===== src/rtl/wb_cmd_pkg.sv =====
// rtl/wb_cmd_pkg.sv - Shared Wishbone widths and command-master FSM encoding.
package wb_cmd_pkg;

    localparam int ADR_W = 32;
    localparam int DAT_W = 32;
    localparam int SEL_W = 4;

    typedef enum logic [1:0] {
        ST_IDLE = 2'd0,
        ST_BUS  = 2'd1,
        ST_RESP = 2'd2
    } state_t;

endpackage


===== src/rtl/wb_cmd_master.sv =====
// rtl/wb_cmd_master.sv - Command/response to Wishbone classic initiator bridge.
module wb_cmd_master
    import wb_cmd_pkg::*;
#(
    parameter int TIMEOUT = 255
) (
    input  logic             wb_clk_i,
    input  logic             wb_rst_i,
    input  logic             cmd_valid,
    output logic             cmd_ready,
    input  logic             cmd_we,
    input  logic [ADR_W-1:0] cmd_adr,
    input  logic [DAT_W-1:0] cmd_dat,
    input  logic [SEL_W-1:0] cmd_sel,
    output logic             rsp_valid,
    input  logic             rsp_ready,
    output logic [DAT_W-1:0] rsp_dat,
    output logic             rsp_err,
    output logic             wbm_cyc_o,
    output logic             wbm_stb_o,
    output logic             wbm_we_o,
    output logic [ADR_W-1:0] wbm_adr_o,
    output logic [DAT_W-1:0] wbm_dat_o,
    output logic [SEL_W-1:0] wbm_sel_o,
    input  logic             wbm_ack_i,
    input  logic [DAT_W-1:0] wbm_dat_i
);

    localparam int CNT_W = ($clog2(TIMEOUT + 1) < 1) ? 1 : $clog2(TIMEOUT + 1);
    localparam logic [CNT_W-1:0] TO_VAL = CNT_W'(TIMEOUT);

    state_t           state_q;
    logic [CNT_W-1:0] cnt_q;
    logic [CNT_W-1:0] cnt_d;
    logic [DAT_W-1:0] rsp_dat_q;
    logic             rsp_err_q;

    // Saturating increment: with TIMEOUT = 0 the counter parks at all-ones.
    assign cnt_d = (cnt_q == {CNT_W{1'b1}}) ? cnt_q : cnt_q + CNT_W'(1);

    assign cmd_ready = (state_q == ST_IDLE);
    assign rsp_valid = (state_q == ST_RESP);
    assign rsp_dat   = rsp_dat_q;
    assign rsp_err   = rsp_err_q;

    always_ff @(posedge wb_clk_i or posedge wb_rst_i) begin
        if (wb_rst_i) begin
            state_q   <= ST_IDLE;
            cnt_q     <= '0;
            rsp_dat_q <= '0;
            rsp_err_q <= 1'b0;
            wbm_cyc_o <= 1'b0;
            wbm_stb_o <= 1'b0;
            wbm_we_o  <= 1'b0;
            wbm_adr_o <= '0;
            wbm_dat_o <= '0;
            wbm_sel_o <= '0;
        end else begin
            case (state_q)
                ST_IDLE: begin
                    if (cmd_valid) begin
                        wbm_we_o  <= cmd_we;
                        wbm_adr_o <= cmd_adr;
                        wbm_dat_o <= cmd_dat;
                        wbm_sel_o <= cmd_sel;
                        wbm_cyc_o <= 1'b1;
                        wbm_stb_o <= 1'b1;
                        cnt_q     <= '0;
                        state_q   <= ST_BUS;
                    end
                end
                ST_BUS: begin
                    // Ack is tested first so it wins over a timeout on the same edge.
                    if (wbm_ack_i) begin
                        wbm_cyc_o <= 1'b0;
                        wbm_stb_o <= 1'b0;
                        rsp_dat_q <= wbm_we_o ? '0 : wbm_dat_i;
                        rsp_err_q <= 1'b0;
                        state_q   <= ST_RESP;
                    end else begin
                        cnt_q <= cnt_d;
                        if ((TIMEOUT != 0) && (cnt_d == TO_VAL)) begin
                            wbm_cyc_o <= 1'b0;
                            wbm_stb_o <= 1'b0;
                            rsp_dat_q <= '0;
                            rsp_err_q <= 1'b1;
                            state_q   <= ST_RESP;
                        end
                    end
                end
                ST_RESP: begin
                    if (rsp_ready) begin
                        state_q <= ST_IDLE;
                    end
                end
                default: begin
                    state_q <= ST_IDLE;
                end
            endcase
        end
    end

endmodule


===== config.mk =====
export PLATFORM = sky130hd
export DESIGN_NAME = wb_cmd_master
export DESIGN_NICKNAME = d
export VERILOG_FILES = /design/src/rtl/wb_cmd_pkg.sv /design/src/rtl/wb_cmd_master.sv
export SDC_FILE = /design/constraint.sdc
export NUM_CORES = 1
export LEC_CHECK = 0
export ABC_CLOCK_PERIOD_IN_PS = 3290
export BUFFER_PORTS_ARGS = -buffer_cell sky130_fd_sc_hd__buf_4
export CORE_MARGIN = 2
export CORE_UTILIZATION = 42
export CTS_BUF_LIST = sky130_fd_sc_hd__clkbuf_4 sky130_fd_sc_hd__clkbuf_8 sky130_fd_sc_hd__clkbuf_16
export CTS_CLUSTER_SIZE = 30
export DETAILED_ROUTE_END_ITERATION = 8
export PLACE_DENSITY = 0.76
export SLEW_MARGIN = 20
export SYNTH_ARGS = -nofsm -noshare
export SYNTH_HDL_FRONTEND = slang
export SYNTH_SLANG_ARGS = --single-unit

===== constraint.sdc =====
create_clock -name wb_clk_i -period 3.29 [get_ports wb_clk_i]
set_input_delay 0.329 -clock wb_clk_i [delete_from_list [all_inputs] [get_ports wb_clk_i]]
set_output_delay 0.329 -clock wb_clk_i [all_outputs]
set_load 0.03 [all_outputs]

==> results.md <==
- Layout filler cell count: 830
- Worst r2r src: cnt_q[0]
- Layout area overhead: 54.7%
- Effective utilization at floorplan: 0.437
- Yosys Warn Count: 0
- Hold slack final: about 0.020 ns
- Area of the multi-input gates: approximately 1600 µm²
- Routed vias/inst: a little under 5
- CTS sink cnt: between 100 and 150
- FMAX: ~440 MHz
- Leakage: approximately 3.8 nW
- R2R cell count: 6
- Gr ovfl total: 0
- Tcrit/Tclk final: 0.696
- Max-Cap Viols: 0
- Comb power frac: 0.439
- HPWL after DPL: ~8500 µm
- Routed WL per cell: between 10 and 15 µm
- CORE AREA: 10400 µm²
- Post-Synthesis Cells: slightly above 500
- Max-slew violations: 0
- Bufs on Longest Clock Path: 2
- Clock share of power: 0.251
- Antenna-violating nets left: 0
- Reg2reg setup slack: ~1 ns
- Worst rel slew slack: 0.338
- DIE WIDTH: 108 µm
- Total CTS buffers: 17
- Crit-path max FO: 33
- DR DRC count: 0
- Syn Area/Cell: between 8 and 9 µm²
- Clock Tree Root: clkbuf_8
- Hold EP: wbm_adr_o[4]
- Seq pwr share: 0.310
- Critical path type: register to register
- Utilization after layout: 0.675
- Setup Skew: approximately 0.011 ns
- VDD IR-drop max: ~560 µV
- Diode count: 0
- Final TNS setup: 0 ns
- Post-synthesis cell type count: 34
- Placer Congestion: roughly 0.90
- Unrepaired setup endpoints after global routing: false
- I/O Buffers: 211
- Internal power: roughly 0.0044 W
- Sequential fraction of the synthesis area: 0.622
- Die Span Y: between 100 and 150 µm
- #FFs+latches synth: between 100 and 150
- Placed insts: around 840
- Non-filler cells, final: between 800 and 900
- Cell area power density: 1080 nW/µm²
- Layout cells sized above 1: 0.347
- Hold Startpoint: cmd_adr[4]
- Hold depth: 3
- Crit start category: register
- Net count reported at finish: about 840
- Post-synth net total: around 620
- H-tree depth reported by CTS: 4
- Status: completed
- Total Wirelength: roughly 12000 µm
- Switching share of power: 0.416
- Final hold viol count: 0
- Vias: 4278
- Site Rows: 37
- Sw Pwr: around 0.0032 W
- DR pass1 iterations: 5
- Vias in the first global route: roughly 4300
- Setup bufs post-CTS: 0
- Critical Path RT: ~3.6 ns
- Reg2reg end: rsp_dat[16]
- First-pass GRT wire length: just under 20000 µm
- CTS tree: yes
- Slew @ Worst Pin: approximately 1 ns
- Final setup viols: 0
- HP Class: primary input to register
- Largest net degree at the start of global routing: 52
- Register area: ~2800 µm²
- Crit path DAT: 2.64 ns
- Synthesized area: approximately 4500 µm²
- Minimum clock period: 2.29 ns
- Initial DRC Count: approximately 300
- Clock-pin slew on the worst setup and hold paths: roughly 0.06 ns
- GR Util All Layers: 0.212
- Initial antenna violation count: 0
- Die area: around 12000 µm²
- Critical Path End Type: register
- Worst skew pair latency: roughly 0.5 ns
- Worst setup startpoint: cnt_q[0]
- Io pins: around 210
how the worst max path moves through the flow:
stage                     cells after the start  slack (ns)          end
after global routing                          6        0.81  rsp_dat[12]
after detailed placement                      6        1.02  rsp_dat[16]
after global placement                        6        1.16   rsp_dat[8]
after CTS                                     6        1.01  rsp_dat[16]
after floorplan                               6        1.32   rsp_dat[0]
final                                         6        1.00  rsp_dat[16]
power groups by stage:
stage | clock [W] | combinational, W | sequential [W]
global route | 0.00202 | 0.00360 | 0.00243
detailed placement | 0 | 0.00335 | 0.00237
floorplan | 0 | 0.000921 | 0.00344
global placement | 0 | 0.00328 | 0.00233
finish | 0.00191 | 0.00334 | 0.00236
CTS | 0.00194 | 0.00337 | 0.00236
layout by cell type, fill, tap and decap left out, types with 2 or more instances in the layout:
master	netlist	final
nand2_1	282	281
buf_4	4	219
dfrtp_1	113	113
o21ai_0	28	28
clkbuf_16	0	16
dlygate4sd3_1	0	14
o21ai_1	9	9
nor2_1	10	9
a31oi_1	4	4
clkinvlp_4	0	4
bufinv_16	0	4
clkinv_4	0	4
nand4_1	3	3
nand3_1	3	3
a21oi_1	3	3
a211oi_1	3	3
clkbuf_8	0	3
nand2b_1	2	2
inv_1	3	2
a311oi_1	2	2
synthesized netlist by cell type, drive strengths merged:
| cell | count | area [µm²] |
|---|---|---|
| nor4b | 1 | 23.8 |
| o211ai | 1 | 7.51 |
| a221oi | 1 | 15.0 |
| nor2 | 10 | 37.5 |
| dfrtp | 113 | 2830 |
| a311oi | 2 | 17.5 |
| o2bb2ai | 1 | 8.76 |
| mux2i | 1 | 10.0 |
| o32a | 1 | 10.0 |
| a21oi | 3 | 15.0 |
| o211a | 1 | 10.0 |
| buf | 9 | 52.6 |
| nand4 | 3 | 18.8 |
| a31o | 1 | 8.76 |
| inv | 3 | 11.3 |
| ha | 1 | 12.5 |
| or3b | 2 | 17.5 |
| nor4 | 1 | 6.26 |
| and2 | 2 | 12.5 |
| a211oi | 3 | 22.5 |
| o21a | 1 | 7.51 |
| and3 | 1 | 6.26 |
| o21ai | 37 | 185 |
| a31oi | 4 | 25.0 |
| clkbuf | 20 | 75.1 |
| nand2b | 2 | 12.5 |
| nor2b | 1 | 6.26 |
| nand2 | 282 | 1060 |
| nand3 | 3 | 15.0 |
| a41o | 1 | 10.0 |
cell type report:
cell class,count,area share
flip-flops and latches,113,0.402
repair buffers,234,0.256
multi-input cells,367,0.226
clock buffers,20,0.0638
clock inverters,12,0.0260
well taps,136,0.0242
inverters,3,0.00213
worst max-delay path: stages (launching register included):
cell	delay, ns
dfrtp_1	0.42
ha_1	0.33
nand4_1	0.23
o32a_1	0.44
nor4b_4	0.26
buf_4	0.32
o21ai_0	0.15
kinds of logic after synthesis:
kind of cell	after synthesis	synth area share
muxes	1	0.00220
and+or+nand+nor	308	0.267
adders and majority gates	1	0.00275
DFF	113	0.622
buffers and inverters	32	0.0305
AOI/OAI and AO/OA	57	0.0754
through the flow:
step	worst slack, ns	total power [W]	cell area [µm²]
final	1.00	0.00761	7040
after global routing	0.815	0.00804	7040
after CTS	1.01	0.00767	7030
after detailed placement	1.02	0.00572	6260
after global placement	1.16	0.00561	6260
after floorplan	1.32	0.00436	4550
registers in the layout, indices dropped and copies added (netlist names):
signal / cells
wbm_sel_o: 4
wbm_adr_o: 32
cnt_q: 8
wbm_dat_o: 32
wbm_stb_o: 1
rsp_err: 1
wbm_we_o: 1
rsp_dat: 32
state_q: 2
timing repair:
item,in CTS,in global routing
endpoints found under the hold margin,37,1
hold buffers,13,1
resized for setup,0,0
layer usage:
layer / global-route usage / routed length, µm / part of all wire / vias to the layer above
li1: - / - / - / 2076
met1: 0.255 / 4940 / 0.40 / 2029
met2: 0.373 / 6470 / 0.53 / 167
met3: 0.0651 / 832 / 0.068 / 6
met4: 0.0513 / 51 / 0.0041 / 0
met5: 0 / 0 / 0 / -
(Power assumes the default switching activity.)
